## src/rtl/mem_arb_pkg.sv

```systemverilog
// ---------------------------------------------------------------------------
// mem_arb_pkg
// Shared definitions for the two-port memory arbiter: the arbiter state
// encoding, the requester port indices and the default memory depth.
// Ports: none (package).
// ---------------------------------------------------------------------------
package mem_arb_pkg;

    typedef enum logic [1:0] {
        IDLE    = 2'd0,
        ISSUE   = 2'd1,
        CAPTURE = 2'd2,
        ACK     = 2'd3
    } arbState_t;

    localparam logic PORT_IFETCH = 1'b0;
    localparam logic PORT_DATA   = 1'b1;

    localparam int unsigned DEFAULT_MEM_WORDS = 262144;

    // Widened compare so any address width up to 64 bits can be range checked
    // against the memory depth without truncating either side.
    function automatic logic addrInRange(input logic [63:0] addr, input int unsigned words);
        return (addr < 64'(words));
    endfunction

endpackage

```

## src/rtl/mem_arbiter_if.sv

```systemverilog
// ---------------------------------------------------------------------------
// mem_arbiter_if
// Bundles both requester handshakes and the memory-side bus of mem_arbiter.
// Signals:
//   p0_* / p1_*  requester request, write enable, address, write data in;
//                read data, ack pulse and out-of-range error out
//   mem_*        memory write enable, address, write data out; read data in
//   busy         arbiter not idle
// Modports:
//   slave  - the arbiter side
//   master - the requester/memory environment side
// ---------------------------------------------------------------------------
interface mem_arbiter_if #(
    parameter int DATA_W = 32,
    parameter int ADDR_W = 32
);

    logic              p0_req;
    logic              p0_we;
    logic [ADDR_W-1:0] p0_addr;
    logic [DATA_W-1:0] p0_wdata;
    logic [DATA_W-1:0] p0_rdata;
    logic              p0_ack;
    logic              p0_err;

    logic              p1_req;
    logic              p1_we;
    logic [ADDR_W-1:0] p1_addr;
    logic [DATA_W-1:0] p1_wdata;
    logic [DATA_W-1:0] p1_rdata;
    logic              p1_ack;
    logic              p1_err;

    logic              mem_we;
    logic [ADDR_W-1:0] mem_addr;
    logic [DATA_W-1:0] mem_wdata;
    logic [DATA_W-1:0] mem_rdata;

    logic              busy;

    modport slave (
        input  p0_req, p0_we, p0_addr, p0_wdata,
        output p0_rdata, p0_ack, p0_err,
        input  p1_req, p1_we, p1_addr, p1_wdata,
        output p1_rdata, p1_ack, p1_err,
        output mem_we, mem_addr, mem_wdata,
        input  mem_rdata,
        output busy
    );

    modport master (
        output p0_req, p0_we, p0_addr, p0_wdata,
        input  p0_rdata, p0_ack, p0_err,
        output p1_req, p1_we, p1_addr, p1_wdata,
        input  p1_rdata, p1_ack, p1_err,
        input  mem_we, mem_addr, mem_wdata,
        output mem_rdata,
        input  busy
    );

endinterface

```

## src/rtl/mem_arbiter_rr_arbiter2.sv

```systemverilog
// ---------------------------------------------------------------------------
// rr_arbiter2
// Purely combinational two-way round-robin pick. The last-grant history is
// kept by the caller so this block stays stateless.
// Ports:
//   i_eligible0/1  port may be granted this cycle
//   i_lastGrant    index of the most recently granted port
//   o_grantValid   some port is granted
//   o_grantIdx     granted port index (0 when nothing is eligible)
// ---------------------------------------------------------------------------
module rr_arbiter2
    import mem_arb_pkg::*;
(
    input  logic i_eligible0,
    input  logic i_eligible1,
    input  logic i_lastGrant,
    output logic o_grantValid,
    output logic o_grantIdx
);

    // A lone eligible port always wins; on a tie the port that did not get
    // the previous grant goes next, which makes contended grants alternate.
    always_comb begin
        o_grantValid = i_eligible0 | i_eligible1;
        o_grantIdx   = PORT_IFETCH;
        if (i_eligible0 && i_eligible1) begin
            o_grantIdx = ~i_lastGrant;
        end else if (i_eligible1) begin
            o_grantIdx = PORT_DATA;
        end
    end

endmodule

```

## src/rtl/mem_arbiter.sv

```systemverilog
// ---------------------------------------------------------------------------
// mem_arbiter
// Shares one single-port, synchronous-read word memory between an
// instruction-fetch requester (port 0) and a load/store requester (port 1).
// One access is in flight at a time; out-of-range addresses are answered
// with an error ack without touching memory. Every output is a register.
// Ports:
//   clk  system clock, rising edge
//   rst  asynchronous active-high reset
//   bus  mem_arbiter_if.slave: both requester handshakes, memory bus, busy
// ---------------------------------------------------------------------------
module mem_arbiter
    import mem_arb_pkg::*;
#(
    parameter int unsigned MEM_WORDS = DEFAULT_MEM_WORDS,
    parameter int          DATA_W    = 32,
    parameter int          ADDR_W    = 32
) (
    input logic          clk,
    input logic          rst,
    mem_arbiter_if.slave bus
);

    arbState_t         r_state;
    arbState_t         w_nextState;
    logic              r_lastGrant;
    logic              w_lastGrantNext;
    logic              r_port;
    logic              w_portNext;
    logic              r_we;
    logic              w_weNext;

    logic              r_memWe;
    logic              w_memWeNext;
    logic [ADDR_W-1:0] r_memAddr;
    logic [ADDR_W-1:0] w_memAddrNext;
    logic [DATA_W-1:0] r_memWdata;
    logic [DATA_W-1:0] w_memWdataNext;

    logic [DATA_W-1:0] r_p0Rdata;
    logic [DATA_W-1:0] w_p0RdataNext;
    logic [DATA_W-1:0] r_p1Rdata;
    logic [DATA_W-1:0] w_p1RdataNext;
    logic              r_p0Ack;
    logic              w_p0AckNext;
    logic              r_p1Ack;
    logic              w_p1AckNext;
    logic              r_p0Err;
    logic              w_p0ErrNext;
    logic              r_p1Err;
    logic              w_p1ErrNext;
    logic              r_busy;
    logic              w_busyNext;

    logic              w_inAck;
    logic              w_eligible0;
    logic              w_eligible1;
    logic              w_grantValid;
    logic              w_grantIdx;
    logic              w_grantWe;
    logic [ADDR_W-1:0] w_grantAddr;
    logic [DATA_W-1:0] w_grantWdata;
    logic              w_grantInRange;

    // While a port is being acked its req is still high (the requester only
    // drops it after seeing ack), so it must not be granted again from ACK.
    assign w_inAck     = (r_state == ACK);
    assign w_eligible0 = bus.p0_req && !(w_inAck && (r_port == PORT_IFETCH));
    assign w_eligible1 = bus.p1_req && !(w_inAck && (r_port == PORT_DATA));

    rr_arbiter2 u_rrArbiter (
        .i_eligible0  (w_eligible0),
        .i_eligible1  (w_eligible1),
        .i_lastGrant  (r_lastGrant),
        .o_grantValid (w_grantValid),
        .o_grantIdx   (w_grantIdx)
    );

    // Select the winning port's command so the FSM only deals with one set.
    assign w_grantWe      = (w_grantIdx == PORT_DATA) ? bus.p1_we    : bus.p0_we;
    assign w_grantAddr    = (w_grantIdx == PORT_DATA) ? bus.p1_addr  : bus.p0_addr;
    assign w_grantWdata   = (w_grantIdx == PORT_DATA) ? bus.p1_wdata : bus.p0_wdata;
    assign w_grantInRange = addrInRange(64'(w_grantAddr), MEM_WORDS);

    // Next-state and next-output logic. Arbitration runs in IDLE and ACK so
    // back-to-back accesses chain ACK -> ISSUE with no idle cycle. The memory
    // write strobe is a one-cycle pulse that only exists during ISSUE; acks
    // and errors are pulses that only exist during ACK. Read data is held
    // per port until that port's next ack.
    always_comb begin
        w_nextState     = r_state;
        w_lastGrantNext = r_lastGrant;
        w_portNext      = r_port;
        w_weNext        = r_we;
        w_memWeNext     = 1'b0;
        w_memAddrNext   = r_memAddr;
        w_memWdataNext  = r_memWdata;
        w_p0RdataNext   = r_p0Rdata;
        w_p1RdataNext   = r_p1Rdata;
        w_p0AckNext     = 1'b0;
        w_p1AckNext     = 1'b0;
        w_p0ErrNext     = 1'b0;
        w_p1ErrNext     = 1'b0;

        case (r_state)
            IDLE, ACK: begin
                if (w_grantValid) begin
                    w_lastGrantNext = w_grantIdx;
                    w_portNext      = w_grantIdx;
                    w_weNext        = w_grantWe;
                    if (w_grantInRange) begin
                        w_memAddrNext  = w_grantAddr;
                        w_memWdataNext = w_grantWdata;
                        w_memWeNext    = w_grantWe;
                        w_nextState    = ISSUE;
                    end else begin
                        w_nextState = ACK;
                        if (w_grantIdx == PORT_DATA) begin
                            w_p1AckNext   = 1'b1;
                            w_p1ErrNext   = 1'b1;
                            w_p1RdataNext = '0;
                        end else begin
                            w_p0AckNext   = 1'b1;
                            w_p0ErrNext   = 1'b1;
                            w_p0RdataNext = '0;
                        end
                    end
                end else begin
                    w_nextState = IDLE;
                end
            end
            ISSUE: begin
                w_nextState = CAPTURE;
            end
            CAPTURE: begin
                w_nextState = ACK;
                if (r_port == PORT_DATA) begin
                    w_p1AckNext = 1'b1;
                    if (!r_we) begin
                        w_p1RdataNext = bus.mem_rdata;
                    end
                end else begin
                    w_p0AckNext = 1'b1;
                    if (!r_we) begin
                        w_p0RdataNext = bus.mem_rdata;
                    end
                end
            end
            default: begin
                w_nextState = IDLE;
            end
        endcase

        w_busyNext = (w_nextState != IDLE);
    end

    // State and output registers. Reset aborts any access in flight; the
    // last-grant history resets to port 1 so port 0 wins the first tie.
    always_ff @(posedge clk or posedge rst) begin
        if (rst) begin
            r_state     <= IDLE;
            r_lastGrant <= PORT_DATA;
            r_port      <= PORT_IFETCH;
            r_we        <= 1'b0;
            r_memWe     <= 1'b0;
            r_memAddr   <= '0;
            r_memWdata  <= '0;
            r_p0Rdata   <= '0;
            r_p1Rdata   <= '0;
            r_p0Ack     <= 1'b0;
            r_p1Ack     <= 1'b0;
            r_p0Err     <= 1'b0;
            r_p1Err     <= 1'b0;
            r_busy      <= 1'b0;
        end else begin
            r_state     <= w_nextState;
            r_lastGrant <= w_lastGrantNext;
            r_port      <= w_portNext;
            r_we        <= w_weNext;
            r_memWe     <= w_memWeNext;
            r_memAddr   <= w_memAddrNext;
            r_memWdata  <= w_memWdataNext;
            r_p0Rdata   <= w_p0RdataNext;
            r_p1Rdata   <= w_p1RdataNext;
            r_p0Ack     <= w_p0AckNext;
            r_p1Ack     <= w_p1AckNext;
            r_p0Err     <= w_p0ErrNext;
            r_p1Err     <= w_p1ErrNext;
            r_busy      <= w_busyNext;
        end
    end

    assign bus.mem_we    = r_memWe;
    assign bus.mem_addr  = r_memAddr;
    assign bus.mem_wdata = r_memWdata;
    assign bus.p0_rdata  = r_p0Rdata;
    assign bus.p0_ack    = r_p0Ack;
    assign bus.p0_err    = r_p0Err;
    assign bus.p1_rdata  = r_p1Rdata;
    assign bus.p1_ack    = r_p1Ack;
    assign bus.p1_err    = r_p1Err;
    assign bus.busy      = r_busy;

endmodule

```

## src/flat_wrapper.sv

```systemverilog
// flat-port wrapper written by rule: the top's interface ports become plain ports
module mem_arbiter_flat import mem_arb_pkg::*;
#(
    parameter int unsigned MEM_WORDS = DEFAULT_MEM_WORDS,
    parameter int          DATA_W    = 32,
    parameter int          ADDR_W    = 32
)
  (clk, rst, bus_p0_req, bus_p0_we, bus_p0_addr, bus_p0_wdata, bus_p0_rdata, bus_p0_ack, bus_p0_err, bus_p1_req, bus_p1_we, bus_p1_addr, bus_p1_wdata, bus_p1_rdata, bus_p1_ack, bus_p1_err, bus_mem_we, bus_mem_addr, bus_mem_wdata, bus_mem_rdata, bus_busy);
  mem_arbiter_if #(.DATA_W(DATA_W), .ADDR_W(ADDR_W)) bus_i ();
  input logic clk;
  input logic rst;
  input wire logic [$bits(bus_i.p0_req)-1:0] bus_p0_req;
  input wire logic [$bits(bus_i.p0_we)-1:0] bus_p0_we;
  input wire logic [$bits(bus_i.p0_addr)-1:0] bus_p0_addr;
  input wire logic [$bits(bus_i.p0_wdata)-1:0] bus_p0_wdata;
  output wire logic [$bits(bus_i.p0_rdata)-1:0] bus_p0_rdata;
  output wire logic [$bits(bus_i.p0_ack)-1:0] bus_p0_ack;
  output wire logic [$bits(bus_i.p0_err)-1:0] bus_p0_err;
  input wire logic [$bits(bus_i.p1_req)-1:0] bus_p1_req;
  input wire logic [$bits(bus_i.p1_we)-1:0] bus_p1_we;
  input wire logic [$bits(bus_i.p1_addr)-1:0] bus_p1_addr;
  input wire logic [$bits(bus_i.p1_wdata)-1:0] bus_p1_wdata;
  output wire logic [$bits(bus_i.p1_rdata)-1:0] bus_p1_rdata;
  output wire logic [$bits(bus_i.p1_ack)-1:0] bus_p1_ack;
  output wire logic [$bits(bus_i.p1_err)-1:0] bus_p1_err;
  output wire logic [$bits(bus_i.mem_we)-1:0] bus_mem_we;
  output wire logic [$bits(bus_i.mem_addr)-1:0] bus_mem_addr;
  output wire logic [$bits(bus_i.mem_wdata)-1:0] bus_mem_wdata;
  input wire logic [$bits(bus_i.mem_rdata)-1:0] bus_mem_rdata;
  output wire logic [$bits(bus_i.busy)-1:0] bus_busy;
  assign bus_i.p0_req = bus_p0_req;
  assign bus_i.p0_we = bus_p0_we;
  assign bus_i.p0_addr = bus_p0_addr;
  assign bus_i.p0_wdata = bus_p0_wdata;
  assign bus_p0_rdata = bus_i.p0_rdata;
  assign bus_p0_ack = bus_i.p0_ack;
  assign bus_p0_err = bus_i.p0_err;
  assign bus_i.p1_req = bus_p1_req;
  assign bus_i.p1_we = bus_p1_we;
  assign bus_i.p1_addr = bus_p1_addr;
  assign bus_i.p1_wdata = bus_p1_wdata;
  assign bus_p1_rdata = bus_i.p1_rdata;
  assign bus_p1_ack = bus_i.p1_ack;
  assign bus_p1_err = bus_i.p1_err;
  assign bus_mem_we = bus_i.mem_we;
  assign bus_mem_addr = bus_i.mem_addr;
  assign bus_mem_wdata = bus_i.mem_wdata;
  assign bus_i.mem_rdata = bus_mem_rdata;
  assign bus_busy = bus_i.busy;
  mem_arbiter #(.MEM_WORDS(MEM_WORDS), .DATA_W(DATA_W), .ADDR_W(ADDR_W)) u_core (.clk(clk), .rst(rst), .bus(bus_i));
endmodule
```

## config.mk

```make
export PLATFORM = sky130hd
export DESIGN_NAME = mem_arbiter_flat
export DESIGN_NICKNAME = d
export VERILOG_FILES = /design/src/rtl/mem_arb_pkg.sv /design/src/rtl/mem_arbiter_if.sv /design/src/rtl/mem_arbiter_rr_arbiter2.sv /design/src/rtl/mem_arbiter.sv /design/src/flat_wrapper.sv
export SDC_FILE = /design/constraint.sdc
export NUM_CORES = 1
export LEC_CHECK = 0
export ABC_AREA = 1
export CAP_MARGIN = 20
export CORE_ASPECT_RATIO = 1.4
export CORE_MARGIN = 10
export CORE_UTILIZATION = 42
export CTS_CLUSTER_SIZE = 24
export DETAILED_ROUTE_END_ITERATION = 16
export HOLD_SLACK_MARGIN = 0.06
export MAX_ROUTING_LAYER = met4
export PLACE_DENSITY = 0.89
export REMOVE_ABC_BUFFERS = 1
export SETUP_SLACK_MARGIN = 0.02
export SYNTH_ARGS = -nofsm -noshare
export SYNTH_HDL_FRONTEND = slang
export SYNTH_SLANG_ARGS = --single-unit
```

## constraint.sdc

```tcl
create_clock -name clk -period 5.4 [get_ports clk]
set_clock_uncertainty 0.1 [all_clocks]
set_input_delay 1.08 -clock clk [delete_from_list [all_inputs] [get_ports clk]]
set_output_delay 1.08 -clock clk [all_outputs]
set_load 0.01 [all_outputs]
```

==> reports/metrics.csv, run 1 <==
metric,value,unit
slew_violations,0,
ys.warnings.count,0,
placed_cell_area,9403,µm²
ys_ff_latch,139,
synth_cells,725,
cts_sinks,139,
mostFrequentLayoutCell,clkdlybuf4s50_1,
nets,1176,
first_pass_iters,8,
final_cell_mix,"clkdlybuf4s50_1, nand2_1, dfrtp_1, nand3_1, inv_1",
design_area,9983,µm²
cp-end-kind,flop,
critPathArrivalTime,3840,ps
power_density,429.9,nW/µm²
synth_top_family_by_area,simple AND/OR/NAND/NOR gates,
wirelength,20880,µm
synth-compound-area-share,0.04663,
dp_hpwl,15900,µm
gp_congestion,0.8844,
grt_max_degree,106,
postCtsHoldBufs,0,
io_pins,300,
synth_area_per_cell,8.808,µm²
die_h,165.9,µm
htreeDepth,4,
drtAntennaViolNets,0,
tightest_slew,925.7,ps
area_delta_synth_final,56.33,%
synth_mux_area_frac,0.07837,
vias_per_cell,4.928,
required,5640,ps
clkLatencyLatePin,410,ps
cts_tree,done,
synthDistinctLibCells,23,
drc,0,
cp-start-kind,input port,
core,14990,µm²
outcome,completed,
synth-adder-area-share,0.005878,
syn-cell-area,6386,µm²
track_usage,0.2031,
cts.repair.resized,0,
critPathMaxFanout,32,
wl_per_cell,17.21,µm
drv_cap,0,
cts_root_buf,clkbuf_16,
seq_area_frac_synth,0.5449,
holdWs,366.6,ps
vias,5978,
max_slew_margin,0.3828,
synthSimpleGateAreaFrac,0.2437,
num_rows,53,
layout_min_cycle_time,3601,ps
grt_pass1_wl,33380,µm
overflow,0,
clockBufferDepth,2,
die_area,20610,µm²
grt_pass1_vias,6341,
synth-xor-area-share,0,
die_w,124.2,µm
layout-drive-gt1-share,0.05392,
numCtsBuffers,17,
antenna_found_initial,1,
post-route-period-util,0.6668,
vdd_ir_drop_max,349.7,µV
p_leak,5.069,nW
io_buffers,299,
drtIter0Drc,391,
finalSetupViolations,0,
rsz0062_at_grt,no,
path_clk_slew,70,ps
fin_tns_setup,0,ps
hold_violations,0,
criticalPathCategory,input port to flop,
postCtsSetupRepairBufs,0,
max_freq,0.2777,GHz
initial_core_util,0.4261,
hold_class,flop to flop,
report_power, final:
| part | switching, W | internal (W) | total, W |
|---|---|---|---|
| Clock | 0.000496 | 0.000653 | 0.00115 |
| Combinational | 0.00104 | 0.000739 | 0.00178 |
| Sequential | 0.000109 | 0.00125 | 0.00136 |
| Total | 0.00165 | 0.00264 | 0.00429 |
cell families (layout without fill, tap and decap cells):
| family | after synthesis | in the layout |
|---|---|---|
| AND/OR/NAND/NOR | 371 | 371 |
| flip-flops | 139 | 139 |
| buffers and inverters | 104 | 399 |
| AO/OA/AOI/OAI | 58 | 58 |
| multiplexers | 50 | 50 |
| adder cells (fa/ha/maj) | 3 | 3 |
| other | 0 | 1 |
metal layers:
layer	up-vias	track usage	part of all wire
met5	-	-	0
met4	0	0.07770	0.026
met3	33	0.07921	0.088
met2	307	0.3378	0.50
met1	2775	0.2127	0.38
li1	2863	-	-
metrics by stage:
| step | cells | util | setup slack, ps | total power [W] |
|---|---|---|---|---|
| 4_1_cts | 1212 | 0.6660 | 1847 | 0.004323 |
| 2_1_floorplan | 681 | - | 497.1 | 0.002323 |
| 3_5_place_dp | 1180 | 0.6274 | 1420 | 0.003158 |
| 6_report | 1213 | 0.6661 | 1799 | 0.004292 |
| 5_1_grt | 1213 | 0.6661 | 1563 | 0.004557 |
| 3_3_place_gp | 1180 | 0.6274 | 1553 | 0.003101 |
registers in the layout, summed over array words and instances, names as in the netlist:
name and cells:
u_core.r_we 1, u_core.bus.mem_wdata 32, u_core.bus.mem_we 1, u_core.r_state 2, u_core.r_lastGrant 1, u_core.bus.p1_ack 1
u_core.bus.busy 1, u_core.r_port 1, u_core.bus.mem_addr 32, u_core.bus.p0_ack 1, u_core.bus.p0_err 1, u_core.bus.p0_rdata 32
u_core.bus.p1_err 1, u_core.bus.p1_rdata 32
final cells by class:
class	count	area (µm²)
antenna	1	2.502
clock buffer	17	425.4
clock inverter	15	152.6
fill	1135	5004
inverter	60	230.2
multi-input combinational	482	2400
sequential	139	3480
tap	192	240.2
timing repair buffer	307	3053
final timing paths:
| check | startpoint | endpoint | slack [ps] | depth (start not counted) |
|---|---|---|---|---|
| setup / recovery | bus_p1_req | u_core.bus.p1_rdata[8] | 1800 | 13 |
| hold / removal | u_core.bus.mem_addr[30] | u_core.bus.mem_addr[30] | 370 | 2 |
| setup reg to reg | u_core.r_state[1] | u_core.bus.p1_rdata[8] | 2170 | 14 |
| hold reg to reg | u_core.bus.mem_addr[30] | u_core.bus.mem_addr[30] | 370 | 2 |
| max in group asynchronous | rst | u_core.bus.mem_wdata[20] | 3010 | 3 |
| min in group asynchronous | rst | u_core.bus.p1_rdata[10] | 1160 | 2 |
worst max-delay path, cell delays in order:
cell and delay, ps:
clkdlybuf4s50_1 450, nand2_1 80, inv_2 190, nand2_4 180, nand2_1 110, nand2_1 50, nor2_1 90, nand2_1 90
nor2_4 170, nand3_2 400, nand2_2 690, nand2_1 130, nand2_1 100
cell usage after synthesis:
library cell | instances | area (µm²)
a211oi_2 | 1 | 12.51
a21oi_1 | 2 | 10.01
buf_2 | 15 | 75.07
buf_4 | 6 | 45.04
buf_6 | 11 | 123.9
clkbuf_1 | 12 | 45.04
dfrtp_1 | 138 | 3453
dfstp_2 | 1 | 26.28
ha_1 | 3 | 37.54
inv_1 | 58 | 217.7
inv_2 | 2 | 7.510
mux2i_1 | 50 | 500.5
nand2_1 | 271 | 1017
nand2_2 | 3 | 18.77
nand2_4 | 1 | 11.26
nand3_1 | 78 | 390.4
nand3_2 | 1 | 10.01
nand3_4 | 2 | 35.03
nor2_1 | 12 | 45.04
nor2_2 | 1 | 6.260
nor2_4 | 2 | 22.52
o21ai_0 | 14 | 70.07
o21ai_1 | 41 | 205.2
Power figures use the tool's default switching activity.
==> run 2, diff against run 1 <==
- clock period: 5.4 -> 3.4 ns (I/O delays scaled with it)
==> run 2 against run 1 <==
  * Die area unchanged
  * Sequential power increased by 60%
  * Hold slack got worse by 2.8 ps
  * Worst setup slack got worse by 1000 ps
  * Count of clock-buffer cells in the layout increased by 1
  * Cell count increased by 0.41%
  * Register-to-register slack got worse by 1400 ps
  * Sequential cell count unchanged
  * Combinational power increased by 63%
  * Via count increased by 0.15%
  * Critical path type unchanged
==> reports/metrics.csv, run 2 (synthesis gave the netlist of run 1 again) <==
metric,value,unit
placed_cell_area,9478,µm²
design_area,10050,µm²
num_rows,53,
required,3640,ps
gp_congestion,0.9225,
die_w,124.2,µm
hold_class,flop to flop,
pre_cts_slack,381.4,ps
mostFrequentLayoutCell,clkdlybuf4s50_1,
critPathMaxFanout,20,
path_depth,12,
criticalPathCategory,input port to flop,
min_path_cells,2,
final_cell_mix,"clkdlybuf4s50_1, nand2_1, dfrtp_1, nand3_1, inv_1",
vias,5987,
vias_per_cell,4.915,
r2r_slack,810,ps
first_pass_iters,5,
fin_ws,790.0,ps
post-route-period-util,0.7676,
numCtsBuffers,17,
max_slew_margin,0.4461,
power_density,686.4,nW/µm²
cts.repair.resized,0,
cts_root_buf,clkbuf_16,
layout-drive-gt1-share,0.05664,
p_int,0.004319,W
drtIter0Drc,497,
dp_hpwl,16240,µm
clockBufferDepth,2,
wl_per_cell,17.37,µm
p_sw,0.002583,W
path_cells,clkdlybuf4s50_1 > nand3_4 > nand2_4 > inv_1 > nand2_1 > nand3_1 > nor2_4 > nand3_2 > nand2_2 > buf_4 > nand2_1 > nand2_1,
cp_common_cell,nand2_1,
grt_pass1_wl,33470,µm
nFillCells,1133,
holdWs,363.8,ps
die_h,165.9,µm
antenna_found_initial,2,
clkLatencyLatePin,400,ps
p_sw_frac,0.3742,
postCtsSetupRepairBufs,0,
place_inst,1185,
initial_core_util,0.4261,
cpMaxStageDelayCell,clkdlybuf4s50_1,
combPwrFrac,0.422,
nets,1181,
drtAntennaViolNets,0,
wirelength,21160,µm
tightest_slew,830.8,ps
grt_max_degree,115,
total_power,0.006901,W
rsz0062_at_grt,no,
critPathArrivalTime,2850,ps
power_frac_seq,0.315,
maxUsedRoutingLayer,met4,
p_leak,5.097,nW
path_clk_slew,60,ps
outcome,completed,
grt_pass1_vias,6464,
postCtsHoldBufs,0,
route.met3.wl,1713,µm
met1Wirelength,8024,µm
core,14990,µm²
vdd_ir_drop_max,444.2,µV
pwr-share-clk,0.263,
finalSetupViolations,0,
reg2regPathDepth,15,
cts_tree,done,
io_pins,300,
cp_num_buf_inv,3,
drc,0,
critical-path-max-stage-delay,540,ps
cp-end-kind,flop,
htreeDepth,4,
cts_sinks,139,
slew_violations,0,
track_usage,0.2041,
layoutNonFillerInstCount,1218,
drv_cap,0,
hold_violations,0,
overflow,0,
route.met2.wl,10590,µm
layout_min_cycle_time,2610,ps
max_freq,0.3831,GHz
die_area,20610,µm²
path_delay_family,simple AND/OR/NAND/NOR gates,
area_delta_synth_final,57.44,%
io_buffers,299,
cp-start-kind,input port,
## run 2: worst paths after layout
kind | endpoint | from
max | u_core.bus.p0_rdata[30] | bus_p0_req
min | u_core.bus.mem_addr[28] | u_core.bus.mem_addr[28]
max reg2reg | u_core.bus.p0_rdata[30] | u_core.r_state[0]
min reg2reg | u_core.bus.mem_addr[28] | u_core.bus.mem_addr[28]
max in group asynchronous | u_core.bus.mem_wdata[11] | rst
min in group asynchronous | u_core.bus.p1_rdata[10] | rst
## run 2: power by group through the flow
stage / combinational [W] / clock, W / sequential, W
after global routing: 0.00319 / 0.00191 / 0.00220
after CTS: 0.00294 / 0.00185 / 0.00217
after detailed placement: 0.00292 / 0 / 0.00220
after floorplan: 0.00139 / 0 / 0.00230
after global placement: 0.00285 / 0 / 0.00219
final: 0.00291 / 0.00182 / 0.00217
## run 2: area by class of cell
type	instances	area, µm²	area share
Multi-Input combinational cell	482	2400	0.2387
Clock buffer	18	429.2	0.04268
Tap cell	192	240.2	0.02389
Timing Repair Buffer	312	3128	0.3111
Antenna cell	2	5.005	0.0004978
Sequential cell	139	3480	0.3461
Inverter	60	230.2	0.02290
Clock inverter	13	142.6	0.01419
## run 2: worst register-to-register path: stages (launching register included)
cell,delay (ps)
dfrtp_1,400
ha_1,230
nand2_1,80
nand2_1,80
inv_2,190
nand2_4,180
nand2_1,100
nand2_1,50
nor2_1,110
nand2_1,90
nor2_4,170
nand3_2,140
nand2_2,240
buf_4,240
nand2_1,70
nand2_1,80
## run 2: routing by layer
metal	vias to the layer above	GRT usage
li1	2870	-
met1	2763	0.2148
met2	296	0.3362
met3	58	0.07282
met4	0	0.09345
met5	-	-
## run 2: metrics by stage
| stage | TNS [ps] | utilization |
|---|---|---|
| global placement | 0 | 0.6324 |
| detailed placement | 0 | 0.6324 |
| floorplan | -168640 | - |
| CTS | 0 | 0.6706 |
| finish | 0 | 0.6709 |
| global route | 0 | 0.6709 |
